## src/rtl/sdram_arbiter.sv

```systemverilog
// sdram_arbiter: shares one SDRAM sequencer port between the ROM loader,
// PPU CHR fetches and CPU PRG fetches, one access at a time.
// Fixed priority LD > CHR > PRG, with a starvation guard that lets PRG beat
// CHR after STARVE_MAX back-to-back CHR grants made while PRG was waiting.
//
// state | meaning
// ------+-------------------------------------------------------------
// IDLE  | no access in flight; choose a winner and latch its command
// REQ   | mem_req high, waiting for the sequencer to accept (mem_ack)
// WAIT  | command accepted, waiting for mem_done / mem_rdata
// DONE  | one-cycle done pulse to the owner, then back to IDLE
module sdram_arbiter #(
  parameter int ADDR_W     = 22,
  parameter int DATA_W     = 8,
  parameter int STARVE_MAX = 8
) (
  input  logic              clk_in,
  input  logic              rst_n_in,
  input  logic              ld_req,
  input  logic              chr_req,
  input  logic              prg_req,
  input  logic [ADDR_W-1:0] ld_addr,
  input  logic [ADDR_W-1:0] chr_addr,
  input  logic [ADDR_W-1:0] prg_addr,
  input  logic              ld_we,
  input  logic              chr_we,
  input  logic              prg_we,
  input  logic [DATA_W-1:0] ld_wdata,
  input  logic [DATA_W-1:0] chr_wdata,
  input  logic [DATA_W-1:0] prg_wdata,
  output logic              ld_done,
  output logic              chr_done,
  output logic              prg_done,
  output logic [DATA_W-1:0] rdata_out,
  output logic              mem_req,
  output logic [ADDR_W-1:0] mem_addr,
  output logic              mem_we,
  output logic [DATA_W-1:0] mem_wdata,
  input  logic              mem_ack,
  input  logic              mem_done,
  input  logic [DATA_W-1:0] mem_rdata,
  output logic [1:0]        grant_out
);

  typedef enum logic [1:0] {IDLE, REQ, WAIT, DONE} state_t;

  localparam logic [1:0] G_NONE = 2'd0;
  localparam logic [1:0] G_LD   = 2'd1;
  localparam logic [1:0] G_CHR  = 2'd2;
  localparam logic [1:0] G_PRG  = 2'd3;
  localparam logic [7:0] STARVE_LIM = 8'(STARVE_MAX);

  state_t     state;
  logic [7:0] starve_cnt;
  logic [1:0] pick;

  // Winner for a grant made in IDLE; PRG overtakes CHR once starved.
  always_comb begin
    pick = G_NONE;
    if (ld_req)
      pick = G_LD;
    else if (prg_req && (!chr_req || starve_cnt == STARVE_LIM))
      pick = G_PRG;
    else if (chr_req)
      pick = G_CHR;
  end

  // Access sequencing, command latching, done pulses and starvation count.
  always_ff @(posedge clk_in or negedge rst_n_in) begin
    if (!rst_n_in) begin
      state      <= IDLE;
      mem_req    <= 1'b0;
      mem_addr   <= '0;
      mem_we     <= 1'b0;
      mem_wdata  <= '0;
      ld_done    <= 1'b0;
      chr_done   <= 1'b0;
      prg_done   <= 1'b0;
      rdata_out  <= '0;
      grant_out  <= G_NONE;
      starve_cnt <= '0;
    end else begin
      case (state)
        IDLE: begin
          case (pick)
            G_LD: begin
              mem_addr  <= ld_addr;
              mem_we    <= ld_we;
              mem_wdata <= ld_wdata;
            end
            G_CHR: begin
              mem_addr  <= chr_addr;
              mem_we    <= chr_we;
              mem_wdata <= chr_wdata;
              if (!prg_req)
                starve_cnt <= '0;
              else if (starve_cnt < STARVE_LIM)
                starve_cnt <= starve_cnt + 8'd1;
            end
            G_PRG: begin
              mem_addr   <= prg_addr;
              mem_we     <= prg_we;
              mem_wdata  <= prg_wdata;
              starve_cnt <= '0;
            end
            default: begin
              if (!prg_req)
                starve_cnt <= '0;
            end
          endcase
          if (pick != G_NONE) begin
            grant_out <= pick;
            mem_req   <= 1'b1;
            state     <= REQ;
          end
        end
        REQ: begin
          if (mem_ack) begin
            mem_req <= 1'b0;
            state   <= WAIT;
          end
        end
        WAIT: begin
          if (mem_done) begin
            rdata_out <= mem_rdata;
            ld_done   <= (grant_out == G_LD);
            chr_done  <= (grant_out == G_CHR);
            prg_done  <= (grant_out == G_PRG);
            state     <= DONE;
          end
        end
        DONE: begin
          ld_done   <= 1'b0;
          chr_done  <= 1'b0;
          prg_done  <= 1'b0;
          grant_out <= G_NONE;
          state     <= IDLE;
        end
        default: state <= IDLE;
      endcase
    end
  end

endmodule

```

## config.mk

```make
export PLATFORM = sky130hd
export DESIGN_NAME = sdram_arbiter
export DESIGN_NICKNAME = d
export VERILOG_FILES = /design/src/rtl/sdram_arbiter.sv
export SDC_FILE = /design/constraint.sdc
export NUM_CORES = 1
export LEC_CHECK = 0
export ABC_AREA = 1
export CAP_MARGIN = 20
export CELL_PAD_IN_SITES_DETAIL_PLACEMENT = 0
export CELL_PAD_IN_SITES_GLOBAL_PLACEMENT = 2
export CORE_AREA = 2 2 93 184
export CTS_CLUSTER_DIAMETER = 30
export DETAILED_ROUTE_END_ITERATION = 7
export DIE_AREA = 0 0 95 186
export PLACE_DENSITY_LB_ADDON = 0.1
export RECOVER_POWER = 25
export SLEW_MARGIN = 20
export SYNTH_ARGS = -nofsm -noshare
export SYNTH_HDL_FRONTEND = slang
export SYNTH_SLANG_ARGS = --single-unit
```

## constraint.sdc

```tcl
create_clock -name clk_in -period 1.4 [get_ports clk_in]
set_input_delay 0.42 -clock clk_in [delete_from_list [all_inputs] [get_ports clk_in]]
set_output_delay 0.42 -clock clk_in [all_outputs]
set_load 0.01 [all_outputs]
```

==> flow_summary_export.csv <==
group,metric,value,unit
job,max_cap_violations,0,
sta,final_max_slew_viol_count,0,
detailed_routing,route.final.wire_length,14700,um
synth,yosys-top-cells-area,"dfrtp_1, nand3_1, nand2_1",
placed_design,portBuffers,152,
worst_setup_path,crit_type,"reg2reg",
global_routing,grt_pass1_wl,20600,um
cells_and_area,syn_to_final_growth,87.5,%
cells_and_area,layout-drive-gt1-share,26.0,%
synth,seq_area_frac_synth,43.0,%
synth,netlist_area,3200,um2
worst_setup_path,critPathRequiredTime,1.59,ns
floorplan,die_h,186,um
floorplan,dieArea,17700,um2
floorplan,coreArea,16300,um2
synth,yosysTopAreaCellShare,43.0,%
worst_setup_path,slowest_delay,0.39,ns
floorplan,start_util,19.7,%
sta,final.setup_skew,0.0104,ns
synth,ys_seq_elements,55,
clocking,htree_levels,2,
worst_setup_path,cp_data_arrival_time,1.79,ns
synth,ys_async_sr_fraction,100,%
synth,ys.flop_type,"dfrtp_1",
global_routing,grt_overflow_total,0,
sta,final.setup.tns,-6.07,ns
sta,setup_slack,-0.194,ns
synth,yosysTopAreaCell,"dfrtp_1",
worst_setup_path,cp_slowest_cell,"dfrtp_1",
detailed_routing,ant_nets,0,
worst_setup_path,start_kind,"flop",
run_status,status,"complete, but fails checks",
clocking,cts_buffers,5,
synth,synthCells,411,
floorplan,fp-row-count,66,
floorplan,ios,153,
worst_setup_path,critPathMostFrequentCell,"nand3_2",
global_routing,grt_max_degree,29,
worst_setup_path,crit_path_cell_trace,"inv_2, ha_4, nand3_4, o21ai_4, nand2_4, clkbuf_16, nand3_2, nand3_2, nand2_1, inv_1",
placed_design,gp_congestion,0.733,
synth,synthDistinctLibCells,27,
cells_and_area,nets,715,
worst_setup_path,cp.buffers_inverters,3,
run_status,violations,"setup timing",
sta,grt_setup_unrepaired,"true",
clocking,path_clk_slew,0.08,ns
synth,yosysWarnings,0,
floorplan,die_x,95,um
worst_setup_path,cp_max_fo,8,
pwr,leakage,2.64,nW
worst_hold_path,hold_class,"in2async",
worst_setup_path,crit_family,"simple AND/OR/NAND/NOR gates",
placed_design,dp_hpwl,10300,um
clocking,cts_tree,"yes",
clocking,clkLatencyLatePin,0.30,ns
placed_design,dpl.cell_count,784,
synth,avgSynthCellArea,7.79,um2
synth,synth_edf_count,0,
sta,slew_headroom,47.4,%
clocking,cts.path.max_buffers,2,
sta,setup_viol,40,
detailed_routing,avgViaCountPerCell,4.40,
clocking,clkSinkCount,55,
detailed_routing,drt_pass1_iterations,4,
worst_setup_path,critPathCaptureType,"flop",
sta,fin_crit,1.59,ns
global_routing,grt_pass1_vias,3690,
global_routing,track_usage,15.8,%
cells_and_area,finalNonFillerCells,805,
sta,hold_viol_final,0,
detailed_routing,drtIter0Drc,108,
global_routing,antenna_found_initial,0,
cells_and_area,antenna_cells,0,
sta,max_freq,0.628,GHz
detailed_routing,wl_per_cell,18.2,um
detailed_routing,drc_errors,0,
clocking,cts_root_buf,"clkbuf_16",
synth,syn_nets,526,
pwr,ir_drop,729,uV
sta,fin_crit_sh,114,%
pwr,powerDensity,1560,nW/um2
detailed_routing,vias,3546,
sta,worst-slew-pin-transition,0.789,ns
## final timing paths
| kind | start | slack (ns) | cells after the start | end |
|---|---|---|---|---|
| setup / recovery | starve_cnt[0] | -0.19 | 10 | mem_wdata[0] |
| hold / removal | rst_n_in | 0.17 | 1 | mem_addr[15] |
| setup reg to reg | starve_cnt[0] | -0.19 | 10 | mem_wdata[0] |
| hold reg to reg | rdata_out[7] | 0.49 | 2 | rdata_out[7] |
| max in group asynchronous | rst_n_in | 0.15 | 2 | mem_wdata[4] |
| min in group clk_in | rdata_out[7] | 0.49 | 2 | rdata_out[7] |
## Yosys cell counts (all sizes together) (7+ instances only)
| cell type | number |
|---|---|
| a21oi | 32 |
| buf | 14 |
| clkbuf | 12 |
| dfrtp | 55 |
| ha | 7 |
| inv | 53 |
| nand2 | 72 |
| nand3 | 67 |
| nand4 | 39 |
| nor2 | 8 |
| o21ai | 12 |
| or2 | 31 |
## cell usage in the layout (no fill, tap or decap), drive strengths merged, types with 3 or more instances in the layout
master,synthesis,routed
dfrtp,55,55
nand2,72,72
o21ai,12,12
clkbuf,12,18
nand3,67,67
or2,31,31
dlygate4sd2,0,3
clkdlybuf4s15,0,36
ha,7,7
inv,53,53
nand4,39,39
nor2,8,8
a21oi,32,32
buf,14,54
a21boi,4,4
clkdlybuf4s50,0,103
## worst register-to-register path, stage by stage (launching register included)
cell and delay [ns]:
dfrtp_1 0.39, inv_2 0.08, ha_4 0.13, nand3_4 0.07, o21ai_4 0.19, nand2_4 0.16
clkbuf_16 0.23, nand3_2 0.08, nand3_2 0.06, nand2_1 0.06, inv_1 0.04
## area by class of cell
cell class	instances	area [um2]
inverter	54	204
sequential	55	1380
clock inverter	2	35.0
tap	204	255
multi-input combinational	276	1890
timing repair buffer	208	2110
fill	1698	10300
clock buffer	6	139
## routing by layer
layer | wire, um | GRT usage (%) | vias to the layer above
met5 | 0 | 0 | -
met4 | 227 | 4.87 | 0
met3 | 667 | 2.79 | 11
met2 | 8610 | 31.2 | 96
met1 | 5160 | 16.1 | 1688
li1 | - | - | 1751
## timing repair
item                                    CTS  global route
pin swaps                                10            38
buffers inserted                          3             5
endpoints found under the setup margin   98            74
hold buffers                              0             0
cloned                                    2             3
gates resized for setup                 105            93
## registers in the layout (all words and copies together), names as in the netlist
| register | count |
|---|---|
| chr_done | 1 |
| grant_out | 2 |
| ld_done | 1 |
| mem_addr | 22 |
| mem_req | 1 |
| mem_wdata | 8 |
| mem_we | 1 |
| prg_done | 1 |
| rdata_out | 8 |
| starve_cnt | 8 |
| state | 2 |
## per-stage QoR
stage | setup slack, ns | util (%) | hold slack (ns) | total power, W | cell area, um2
floorplan | -0.0365 | - | 0.124 | 0.00489 | 3210
global route | -0.292 | 36.9 | 0.215 | 0.0102 | 6010
finish | -0.194 | 36.9 | 0.173 | 0.00939 | 6010
detailed placement | -0.571 | 32.5 | 0.363 | 0.00773 | 5280
CTS | -0.242 | 34.5 | 0.0274 | 0.00915 | 5610
global placement | -0.545 | 32.5 | 0.355 | 0.00771 | 5280
## power by group
group | internal, W | total [W] | switching [W]
Clock | 0.000892 | 0.00150 | 0.000612
Combinational | 0.00257 | 0.00522 | 0.00265
Sequential | 0.00229 | 0.00267 | 0.000376
Total | 0.00575 | 0.00939 | 0.00364
## kinds of logic after synthesis
logic type,synth area share [%]
simple gates,34.5
xor+xnor,0.547
buf+inv,10.7
fa+ha+maj,2.73
compound gates,8.55
flops,43.0
Note: power is estimated with default switching activity, not from simulation.
